**src/rtl/decomp_line_ctrl_if.sv**
```systemverilog
// decomp_line_ctrl_if: request, compressed-store, decompressor and response signals of the line controller.
interface decomp_line_ctrl_if;
  logic         req0_valid, req1_valid;
  logic [3:0]   req0_addr, req1_addr;
  logic         req0_ready, req1_ready;
  logic         mem_en;
  logic [3:0]   mem_addr;
  logic [259:0] mem_rdata;
  logic [259:0] dec_data;
  logic         dec_start;
  logic [255:0] dec_line;
  logic         rsp_valid, rsp_ready, rsp_id;
  logic [255:0] rsp_line;
  logic         rsp_err;
  logic         busy;
  modport master (
    output req0_valid, req1_valid, req0_addr, req1_addr, mem_rdata, dec_line, rsp_ready,
    input  req0_ready, req1_ready, mem_en, mem_addr, dec_data, dec_start,
           rsp_valid, rsp_id, rsp_line, rsp_err, busy
  );
  modport slave (
    input  req0_valid, req1_valid, req0_addr, req1_addr, mem_rdata, dec_line, rsp_ready,
    output req0_ready, req1_ready, mem_en, mem_addr, dec_data, dec_start,
           rsp_valid, rsp_id, rsp_line, rsp_err, busy
  );
endinterface

```
**src/rtl/decomp_line_ctrl.sv**
```systemverilog
// decomp_line_ctrl: two-requester round-robin line reader that fetches an encoded line and runs it through the decompressor.
module decomp_line_ctrl #(
  parameter int MEM_LAT     = 1,
  parameter int DEC_LAT     = 1,
  parameter int ADDR_OFFSET = 6
) (
  input  logic clk,
  input  logic rst,
  decomp_line_ctrl_if.slave bus
);
  typedef enum logic [2:0] {IDLE, RD, WMEM, DEC, WDEC, RESP} state_t;
  state_t       state_q, state_d;
  logic         id_q, id_d, ptr_q, ptr_d, err_q, err_d;
  logic         mem_en_q, mem_en_d, dec_start_q, dec_start_d, rsp_valid_q, rsp_valid_d;
  logic [1:0]   cnt_q, cnt_d;
  logic [3:0]   mem_addr_q, mem_addr_d;
  logic [259:0] word_q, word_d;
  logic [255:0] line_q, line_d;
  logic         gnt0, gnt1, rdata_ok, word_ok;
  always_comb begin
    gnt0 = bus.req0_valid && (!bus.req1_valid || !ptr_q) && state_q == IDLE && !rst;
    gnt1 = bus.req1_valid && (!bus.req0_valid ||  ptr_q) && state_q == IDLE && !rst;
    rdata_ok = !bus.mem_rdata[3] || &bus.mem_rdata[3:0];
    word_ok  = !word_q[3] || &word_q[3:0];
    state_d     = state_q;
    id_d        = id_q;
    ptr_d       = ptr_q;
    err_d       = err_q;
    cnt_d       = cnt_q;
    word_d      = word_q;
    line_d      = line_q;
    rsp_valid_d = rsp_valid_q;
    mem_en_d    = 1'b0;
    dec_start_d = 1'b0;
    mem_addr_d  = '0;
    case (state_q)
      IDLE: if (gnt0 || gnt1) begin
        id_d       = gnt1;
        ptr_d      = gnt0;
        mem_en_d   = 1'b1;
        mem_addr_d = (gnt1 ? bus.req1_addr : bus.req0_addr) + 4'(ADDR_OFFSET);
        state_d    = RD;
      end
      RD: begin
        cnt_d   = '0;
        state_d = WMEM;
      end
      WMEM: if (cnt_q == 2'(MEM_LAT - 1)) begin
        word_d      = bus.mem_rdata;
        dec_start_d = rdata_ok;
        state_d     = DEC;
      end else cnt_d = cnt_q + 2'd1;
      DEC: begin
        cnt_d   = '0;
        state_d = WDEC;
      end
      WDEC: if (cnt_q == 2'(DEC_LAT - 1)) begin
        line_d      = word_ok ? bus.dec_line : '0;
        err_d       = !word_ok;
        rsp_valid_d = 1'b1;
        state_d     = RESP;
      end else cnt_d = cnt_q + 2'd1;
      RESP: if (bus.rsp_ready) begin
        rsp_valid_d = 1'b0;
        state_d     = IDLE;
      end
      default: state_d = IDLE;
    endcase
  end
  always_ff @(posedge clk or posedge rst) begin
    if (rst) begin
      state_q     <= IDLE;
      id_q        <= 1'b0;
      ptr_q       <= 1'b0;
      err_q       <= 1'b0;
      cnt_q       <= '0;
      word_q      <= '0;
      line_q      <= '0;
      mem_en_q    <= 1'b0;
      mem_addr_q  <= '0;
      dec_start_q <= 1'b0;
      rsp_valid_q <= 1'b0;
    end else begin
      state_q     <= state_d;
      id_q        <= id_d;
      ptr_q       <= ptr_d;
      err_q       <= err_d;
      cnt_q       <= cnt_d;
      word_q      <= word_d;
      line_q      <= line_d;
      mem_en_q    <= mem_en_d;
      mem_addr_q  <= mem_addr_d;
      dec_start_q <= dec_start_d;
      rsp_valid_q <= rsp_valid_d;
    end
  end
  assign bus.req0_ready = gnt0;
  assign bus.req1_ready = gnt1;
  assign bus.mem_en     = mem_en_q;
  assign bus.mem_addr   = mem_addr_q;
  assign bus.dec_start  = dec_start_q;
  assign bus.dec_data   = (state_q == DEC || state_q == WDEC) ? word_q : '0;
  assign bus.rsp_valid  = rsp_valid_q;
  assign bus.rsp_id     = rsp_valid_q & id_q;
  assign bus.rsp_err    = rsp_valid_q & err_q;
  assign bus.rsp_line   = rsp_valid_q ? line_q : '0;
  assign bus.busy       = state_q != IDLE;
endmodule

```
**src/flat_wrapper.sv**
```systemverilog
// flat-port wrapper written by rule: the top's interface ports become plain ports
module decomp_line_ctrl_flat 
#(
  parameter int MEM_LAT     = 1,
  parameter int DEC_LAT     = 1,
  parameter int ADDR_OFFSET = 6
)
  (clk, rst, bus_req0_valid, bus_req1_valid, bus_req0_addr, bus_req1_addr, bus_mem_rdata, bus_dec_line, bus_rsp_ready, bus_req0_ready, bus_req1_ready, bus_mem_en, bus_mem_addr, bus_dec_data, bus_dec_start, bus_rsp_valid, bus_rsp_id, bus_rsp_line, bus_rsp_err, bus_busy);
  decomp_line_ctrl_if bus_i ();
  input  logic clk;
  input  logic rst;
  input wire logic [$bits(bus_i.req0_valid)-1:0] bus_req0_valid;
  input wire logic [$bits(bus_i.req1_valid)-1:0] bus_req1_valid;
  input wire logic [$bits(bus_i.req0_addr)-1:0] bus_req0_addr;
  input wire logic [$bits(bus_i.req1_addr)-1:0] bus_req1_addr;
  input wire logic [$bits(bus_i.mem_rdata)-1:0] bus_mem_rdata;
  input wire logic [$bits(bus_i.dec_line)-1:0] bus_dec_line;
  input wire logic [$bits(bus_i.rsp_ready)-1:0] bus_rsp_ready;
  output wire logic [$bits(bus_i.req0_ready)-1:0] bus_req0_ready;
  output wire logic [$bits(bus_i.req1_ready)-1:0] bus_req1_ready;
  output wire logic [$bits(bus_i.mem_en)-1:0] bus_mem_en;
  output wire logic [$bits(bus_i.mem_addr)-1:0] bus_mem_addr;
  output wire logic [$bits(bus_i.dec_data)-1:0] bus_dec_data;
  output wire logic [$bits(bus_i.dec_start)-1:0] bus_dec_start;
  output wire logic [$bits(bus_i.rsp_valid)-1:0] bus_rsp_valid;
  output wire logic [$bits(bus_i.rsp_id)-1:0] bus_rsp_id;
  output wire logic [$bits(bus_i.rsp_line)-1:0] bus_rsp_line;
  output wire logic [$bits(bus_i.rsp_err)-1:0] bus_rsp_err;
  output wire logic [$bits(bus_i.busy)-1:0] bus_busy;
  assign bus_i.req0_valid = bus_req0_valid;
  assign bus_i.req1_valid = bus_req1_valid;
  assign bus_i.req0_addr = bus_req0_addr;
  assign bus_i.req1_addr = bus_req1_addr;
  assign bus_i.mem_rdata = bus_mem_rdata;
  assign bus_i.dec_line = bus_dec_line;
  assign bus_i.rsp_ready = bus_rsp_ready;
  assign bus_req0_ready = bus_i.req0_ready;
  assign bus_req1_ready = bus_i.req1_ready;
  assign bus_mem_en = bus_i.mem_en;
  assign bus_mem_addr = bus_i.mem_addr;
  assign bus_dec_data = bus_i.dec_data;
  assign bus_dec_start = bus_i.dec_start;
  assign bus_rsp_valid = bus_i.rsp_valid;
  assign bus_rsp_id = bus_i.rsp_id;
  assign bus_rsp_line = bus_i.rsp_line;
  assign bus_rsp_err = bus_i.rsp_err;
  assign bus_busy = bus_i.busy;
  decomp_line_ctrl #(.MEM_LAT(MEM_LAT), .DEC_LAT(DEC_LAT), .ADDR_OFFSET(ADDR_OFFSET)) u_core (.clk(clk), .rst(rst), .bus(bus_i));
endmodule
```
**config.mk**
```make
export PLATFORM = sky130hd
export DESIGN_NAME = decomp_line_ctrl_flat
export DESIGN_NICKNAME = d
export VERILOG_FILES = /design/src/rtl/decomp_line_ctrl_if.sv /design/src/rtl/decomp_line_ctrl.sv /design/src/flat_wrapper.sv
export SDC_FILE = /design/constraint.sdc
export NUM_CORES = 1
export LEC_CHECK = 0
export ABC_CLOCK_PERIOD_IN_PS = 53700
export BUFFER_PORTS_ARGS = -buffer_cell sky130_fd_sc_hd__buf_2
export CAP_MARGIN = 20
export CORE_AREA = 2 2 409 411
export DETAILED_ROUTE_END_ITERATION = 12
export DIE_AREA = 0 0 411 413
export GPL_TIMING_DRIVEN = 1
export PLACE_DENSITY = 0.35
export SYNTH_ARGS = -nofsm -noshare
export SYNTH_HDL_FRONTEND = slang
export SYNTH_SLANG_ARGS = --single-unit
```
**constraint.sdc**
```tcl
create_clock -name clk -period 53.7 [get_ports clk]
set_input_delay 10.74 -clock clk [delete_from_list [all_inputs] [get_ports clk]]
set_output_delay 10.74 -clock clk [all_outputs]
set_load 0.05 [all_outputs]
```
After elaboration in Yosys (flattened, before gate mapping)
Index checks and enable logic that the tools add are counted.

Output and inout bits: 528. Register bits after elaboration: 531. Input bits: 529. Logic and storage cells: 79.

Eq/ne operators: 10. $add $sub $neg: 2. Reductions and logical operators: 34. Mux-type cells: 20. Bitwise operators: 2.

Operators by type and width (count): two-way mux 256 bit (2); two-way mux 260 bit (1); one-hot mux 3 bit (6 select lines) (1); two-way mux 3 bit (4); two-way mux 4 bit (3); AND reduction 4 bit (3); AND reduction 2 bit (4); logical NOT 1 bit (7); == test 3 x 2 -> 1 bit (second input constant) (2); == test 3 bit (second input constant) (2); logical AND 1 bit (6); logical OR 1 bit (6); two-way mux 1 bit (6); inequality test 2 bit (second input constant) (3); adder 4 x 3 -> 4 bit (second input constant) (1); inequality test 2 x 1 -> 1 bit (second input constant) (2); one-hot mux 2 bit (2 select lines) (1); nonzero test 2 bit (2); OR reduction 2 bit (2); == test 3 x 1 -> 1 bit (second input constant) (1); logical NOT 3 bit (1); AND reduction 3 bit (1); nonzero test 3 bit (1); adder 2 x 1 -> 2 bit (second input constant) (1); 4 further kinds (5).

Longest topological paths before layout
Gate-level depths: netlist of the first run.

Word-level depth: 9. Depth in mapped cells: 9. Depth with buffers taken out: 6.

Worst setup path before layout of the first run
OpenSTA, ideal clock, no wires.

Path kind: input to output. From: input rst. To: output bus_req0_ready. Path buffers: 0. Arrival time: 11.855 ns. Data required time: 42.960 ns. Cell stages on the path: 3. Setup slack: 31.105 ns. Cells stage by stage: nor4_4 nand2_1 a21oi_1.

Longest elaborated chain between the ends: 2.

Ends and longest elaborated chain: start, declared (line flat_wrapper.sv:11) `input logic rst;`; logical NOT 1 bit (line decomp_line_ctrl.sv:21) `gnt0 = bus.req0_valid && (!bus.req1_valid || !ptr_q) && state_q == IDLE && !rst;`; logical AND 1 bit (line decomp_line_ctrl.sv:21); end, declared (line flat_wrapper.sv:19) `output wire logic [$bits(bus_i.req0_ready)-1:0] bus_req0_ready;`.

No other way between the ends.

Worst setup path after layout of the first run
From: input rst. To: output bus_req1_ready.

Longest elaborated chain between the ends: 2.

Ends and longest elaborated chain: logical NOT 1 bit (line decomp_line_ctrl.sv:22) `gnt1 = bus.req1_valid && (!bus.req0_valid || ptr_q) && state_q == IDLE && !rst;`; logical AND 1 bit (line decomp_line_ctrl.sv:22); end, declared (line flat_wrapper.sv:20) `output wire logic [$bits(bus_i.req1_ready)-1:0] bus_req1_ready;`.

No other way between the ends.

==> results of run 1 <==
-- how the worst max path moves through the flow --
| stage | from | to | slack [ps] |
|---|---|---|---|
| after floorplan | rst | u_core.bus.dec_start | 28120 |
| after global placement | rst | bus_req1_ready | 31030 |
| after detailed placement | rst | bus_req1_ready | 31050 |
| after CTS | rst | bus_req1_ready | 31050 |
| after global routing | rst | bus_req1_ready | 30920 |
| final | rst | bus_req1_ready | 31070 |
-- cells by family (layout without fill, tap and decap cells) --
kind of cell             count (synthesis)  count (layout)  synth area share, %
buffers and inverters                  209            1222                4.361
AND/OR/NAND/NOR                       1845            1845                34.33
XOR/XNOR                                 1               1              0.03635
other                                    0              19                    0
flip-flops                             531             531                55.13
adder cells (fa/ha/maj)                  2               2               0.1038
AO/OA/AOI/OAI                          276             276                5.819
multiplexers                             5               5               0.2180
-- per-layer routing --
metal | part of all wire [%] | vias up | wire (um) | global-route usage (%)
met5 | 0.19 | - | 227 | 0
met4 | 2.9 | 38 | 3530 | 4.598
met3 | 8.8 | 213 | 10630 | 4.974
met2 | 48 | 745 | 58630 | 22.90
met1 | 40 | 10904 | 48070 | 16.06
li1 | - | 10752 | - | -
-- sequential cells by signal, indices dropped and copies added, names as in the netlist --
signal and flops:
u_core.word_q 260, u_core.line_q 256, u_core.bus.mem_addr 4, u_core.state_q 3, u_core.cnt_q 2, u_core.bus.dec_start 1, u_core.bus.mem_en 1, u_core.bus.rsp_valid 1
u_core.err_q 1, u_core.id_q 1, u_core.ptr_q 1
-- layout by cell type, fill, tap and decap left out, drive strengths merged, types with 2 or more instances in the layout --
cell type / count
ha: 2
nand3: 4
buf: 1083
a221o: 2
nor2: 11
dfrtp: 531
a21oi: 8
mux2: 2
a31oi: 2
bufinv: 3
and2: 260
mux2i: 3
nand2: 1302
o21ai: 262
diode: 19
inv: 9
clkinv: 9
clkbuf: 117
nor2b: 261
-- power by group --
group | leakage [nW] | switching [W] | internal (W)
clock | 1.18 | 0.000206 | 0.000297
combinational | 9.53 | 0.000985 | 0.000303
sequential | 6.65 | 0.000109 | 0.000584
total | 17.4 | 0.00130 | 0.00118
-- area by class of cell --
type / count / area, um^2
clock buffers: 117 / 2203
diodes: 19 / 47.55
clock inverters: 16 / 221.5
repair buffers: 1083 / 5538
flip-flops and latches: 531 / 13290
fillers: 18952 / 132000
inverters: 6 / 30.03
multi-input cells: 2129 / 9807
well taps: 2204 / 2758
-- per-stage QoR --
| stage | utilization [%] | cells |
|---|---|---|
| detailed placement | 18.94 | 5953 |
| finish | 20.43 | 6105 |
| global placement | 18.94 | 5953 |
| floorplan | - | 2869 |
| CTS | 20.40 | 6086 |
| global route | 20.41 | 6092 |
-- critical path, delay by kind of cell --
family | cells | cell delay [ps]
simple gates | 2 | 600
buf+inv | 3 | 540
==> impl_metrics.json, run 1 <==
{
  "status": "completed",
  "powerDensity_nw_per_um2": 73.25,
  "drive_gt1_share_pct": 30.99,
  "min_to": "u_core.word_q[239]",
  "die_h_um": 413,
  "ys_types": 31,
  "antenna_found_initial": 81,
  "grt_pass1_vias": 22954,
  "crit_path_max_incr_delay_ps": 350,
  "async_flop_share_pct": 100.0,
  "grt_max_degree": 182,
  "stdcell_area_um2": 33900,
  "placement.io_buffers": 1056,
  "endpoint_kind": "output pin",
  "timing.fmax_mhz": 44.18,
  "synth_nets": 3400,
  "wire_per_inst_um": 19.83,
  "cp.required_ps": 42960,
  "cpMostUsedCell": "buf_2",
  "cts_tree": "done",
  "hold_violations": 0,
  "worstSetupStartpointType": "primary input",
  "avgSynthCellArea_um2": 8.401,
  "r2r-start": "u_core.cnt_q[0]",
  "htreeDepth": 3,
  "ys_seq_area_share_pct": 55.13,
  "dieArea_um2": 169700,
  "netlist_area_um2": 24100,
  "detail_route.wirelength_um": 121100,
  "cts_buffers": 72,
  "core_area_um2": 165900,
  "netlist_instances": 2869,
  "path_class": "primary input to output pin",
  "arrival_ps": 11890,
  "num_rows": 150,
  "cts.clk_slew.worst_paths_ps": 60,
  "dpl_cell_area_um2": 31420,
  "min_path_type": "register to register",
  "hp-start": "u_core.word_q[239]",
  "synth_top_area_share_pct": 55.13,
  "slew_headroom_pct": 29.09,
  "cp_cell_sequence": "buf_2 > nor4_4 > nand3_1 > inv_1 > buf_2",
  "crit_path_top_delay_cell": "nor4_4",
  "cap_violations": 0,
  "rr_endpoint": "u_core.word_q[28]",
  "crit_path_max_fanout": 6,
  "synth_edf_count": 0,
  "p_total_w": 0.002483,
  "io_pins": 1057,
  "drc": 0,
  "synth_seq_cells": 531,
  "yosysMostFrequentCell": "nand2_1",
  "finClkSkew_ps": 19.80,
  "worstMarginPinSlew_ps": 1064,
  "slew_viol_final": 0,
  "clockBufferDepth": 3,
  "drtPass1Iterations": 7,
  "min_period_over_period_pct": 42.15,
  "setup-tns-final_ps": 0,
  "vdd_drop_max_mv": 0.03210,
  "clock-root-buffer": "clkbuf_16",
  "post-cts-setup-buffers": 0,
  "dp_slack_ps": 31050,
  "place_congestion": 0.8174,
  "layout_setup_ws_ps": 31070,
  "vias": 22652,
  "ctsResizeCount": 0,
  "hold_ws_ps": 463.8,
  "antenna_left": 0,
  "yosys-top-cells-area": "dfrtp_1, nand2_1, nor2b_1",
  "avgViaCountPerCell": 3.710,
  "period_needed_ps": 22630,
  "rr_worst_depth": 8,
  "grt_pass1_wl_um": 169000,
  "grt_usage_pct": 13.66,
  "setup_violations": 0,
  "synth_commonest_cells": "nand2_1, dfrtp_1, nor2b_1, and2_1, o21ai_1",
  "rsz0062_at_grt": "no",
  "start_util_pct": 14.53,
  "area_delta_synth_final_pct": 40.64,
  "yosys_warnings": 0,
  "synth_top_area_cell": "dfrtp_1",
  "drt_iter0_markers": 1045,
  "cts.sinks": 531,
  "finalNetCount": 4354,
  "holdBufCountCts": 0,
  "power_leakage_nw": 17.36,
  "clk_latency_ps": 660,
  "hold-path-cell-count": 2,
  "gr-total-overflow": 0,
  "die_x_um": 411,
  "yosys_most_used_dff": "dfrtp_1",
  "place_hpwl_um": 88450,
  "rrSetupSlack_ps": 50120
}
(Power assumes the default switching activity.)
==> run 2: changes to the inputs <==
- ABC_CLOCK_PERIOD_IN_PS: 53700 -> 18800
- CORE_AREA: 2 2 409 411 -> 2 2 407 409
- DIE_AREA: 0 0 411 413 -> 0 0 409 411
- PLACE_DENSITY: 0.35 -> 0.36
- clock period: 53.7 -> 18.8 ns (I/O delays scaled with it)
==> impl_metrics.json, run 2 (same netlist as run 1, synthesis figures left out) <==
{
  "clock-root-buffer": "clkbuf_16",
  "ctsResizeCount": 0,
  "die_h_um": 411,
  "drt_iter0_markers": 1321,
  "drc": 0,
  "cp_cell_sequence": "buf_2 > nor4_4 > nand3_1 > inv_1 > buf_2",
  "cts.clk_slew.worst_paths_ps": 50,
  "worstMarginPinSlew_ps": 1172,
  "switching_share_pct": 52.53,
  "htreeDepth": 3,
  "grt_pass1_wl_um": 170300,
  "min_period_over_period_pct": 49.90,
  "slew_headroom_pct": 21.89,
  "place_hpwl_um": 89110,
  "arrival_ps": 5620,
  "status": "completed",
  "crit_path_max_incr_delay_ps": 800,
  "combinationalPowerShare_pct": 51.7,
  "grt_pass1_vias": 23392,
  "cp.required_ps": 15040,
  "period_needed_ps": 9382,
  "path_class": "primary input to output pin",
  "start_util_pct": 14.71,
  "rr_worst_depth": 7,
  "hp-start": "u_core.word_q[149]",
  "setup_violations": 0,
  "drive_gt1_share_pct": 30.86,
  "intPower_w": 0.003359,
  "gr-total-overflow": 0,
  "die_x_um": 409,
  "cpMostUsedCell": "buf_2",
  "rsz0062_at_grt": "no",
  "clk_latency_ps": 660,
  "final_cell_mix": "nand2_1, buf_2, dfrtp_1, nor2b_1, and2_1",
  "clockBufferDepth": 3,
  "hold-path-cell-count": 2,
  "power_leakage_nw": 17.32,
  "power_switching_w": 0.003717,
  "grt_max_degree": 172,
  "drtPass1Iterations": 6,
  "detail_route.wirelength_um": 120900,
  "slew_viol_final": 0,
  "post-cts-setup-buffers": 0,
  "p_seq_share_pct": 28.5,
  "crit_path_max_fanout": 6,
  "hold_violations": 0,
  "holdBufCountCts": 0,
  "cts_buffers": 74,
  "largest_reg_flops": 260,
  "largest_register": "u_core.word_q",
  "cts.sinks": 531,
  "core_area_um2": 163900,
  "place_congestion": 0.8123,
  "crit_path_top_delay_cell": "nand3_1",
  "antenna_left": 0,
  "io_pins": 1057,
  "rr_endpoint": "u_core.word_q[50]",
  "vdd_drop_max_mv": 0.09128,
  "area_delta_synth_final_pct": 40.13,
  "rrSetupSlack_ps": 14130,
  "antenna_found_initial": 62,
  "finClkSkew_ps": 22.03,
  "endpoint_kind": "output pin",
  "cts_tree": "done",
  "num_rows": 149,
  "grt_usage_pct": 13.81,
  "placement.io_buffers": 1056,
  "stdcell_area_um2": 33770,
  "vias": 22794,
  "min_path_type": "register to register",
  "final_common_cell": "nand2_1",
  "pwr-share-clk_pct": 19.8,
  "r2r-start": "u_core.state_q[0]",
  "avgViaCountPerCell": 3.752,
  "setup-tns-final_ps": 0,
  "min_to": "u_core.word_q[149]",
  "powerDensity_nw_per_um2": 209.5,
  "finalNetCount": 4353,
  "wire_per_inst_um": 19.90,
  "cap_violations": 0,
  "worstSetupStartpointType": "primary input",
  "timing.fmax_mhz": 106.6,
  "dieArea_um2": 168100,
  "dpl_cell_area_um2": 31380
}
## run 2: cell types whose count changed in the layout (fill, tap and decap cells not counted)
cell | before | now
diode_2 | 19 | 11
clkbuf_8 | 19 | 12
clkinv_2 | 4 | 8
buf_4 | 23 | 20
clkbuf_16 | 74 | 77
clkinv_4 | 2 | 0
bufinv_16 | 3 | 2
clkinv_8 | 3 | 4
inv_16 | 1 | 0
inv_6 | 2 | 1
## run 2: critical path, delay by kind of cell
kind                   cells  cell delay (ps)
AND/OR/NAND/NOR            2             1200
buffers and inverters      3              650
## run 2: layout make-up
class / instances / area, um^2
Tap cell: 2189 / 2739
Clock inverter: 16 / 181.4
Clock buffer: 113 / 2182
Multi-Input combinational cell: 2129 / 9807
Timing Repair Buffer: 1080 / 5515
Fill cell: 18657 / 130100
Inverter: 6 / 30.03
Antenna cell: 11 / 27.53
Sequential cell: 531 / 13290
## run 2: worst max path at each step
stage / start / end
after floorplan: rst / u_core.bus.dec_start
after global placement: rst / bus_req1_ready
after detailed placement: rst / bus_req1_ready
after CTS: rst / bus_req1_ready
after global routing: rst / bus_req1_ready
final: rst / bus_req1_ready
## run 2: power groups by stage
stage                     registers [W]  logic [W]  clock network [W]
after floorplan                 0.00186    0.00279                  0
after global placement          0.00205    0.00372                  0
after detailed placement        0.00203    0.00374                  0
after CTS                       0.00202    0.00374            0.00146
after global routing            0.00208    0.00395            0.00150
final                           0.00202    0.00366            0.00140
## run 2: per-layer routing
layer / up-vias / track usage (%) / wire length [um]
met5: - / 0 / 194
met4: 32 / 3.493 / 2667
met3: 185 / 4.213 / 9187
met2: 801 / 24.02 / 60060
met1: 11035 / 16.48 / 48770
li1: 10741 / - / -
## run 2: through the flow
step	power [W]	setup slack, ps	std cells	utilization [%]	hold slack [ps]
6_report	0.007076	9419	6075	20.61	463.4
5_1_grt	0.007530	9233	6066	20.60	482.8
3_3_place_gp	0.005764	9283	5935	19.15	450.8
2_1_floorplan	0.004656	201.4	2869	-	437.9
3_5_place_dp	0.005764	9324	5935	19.15	453.8
4_1_cts	0.007225	9319	6064	20.59	467.3
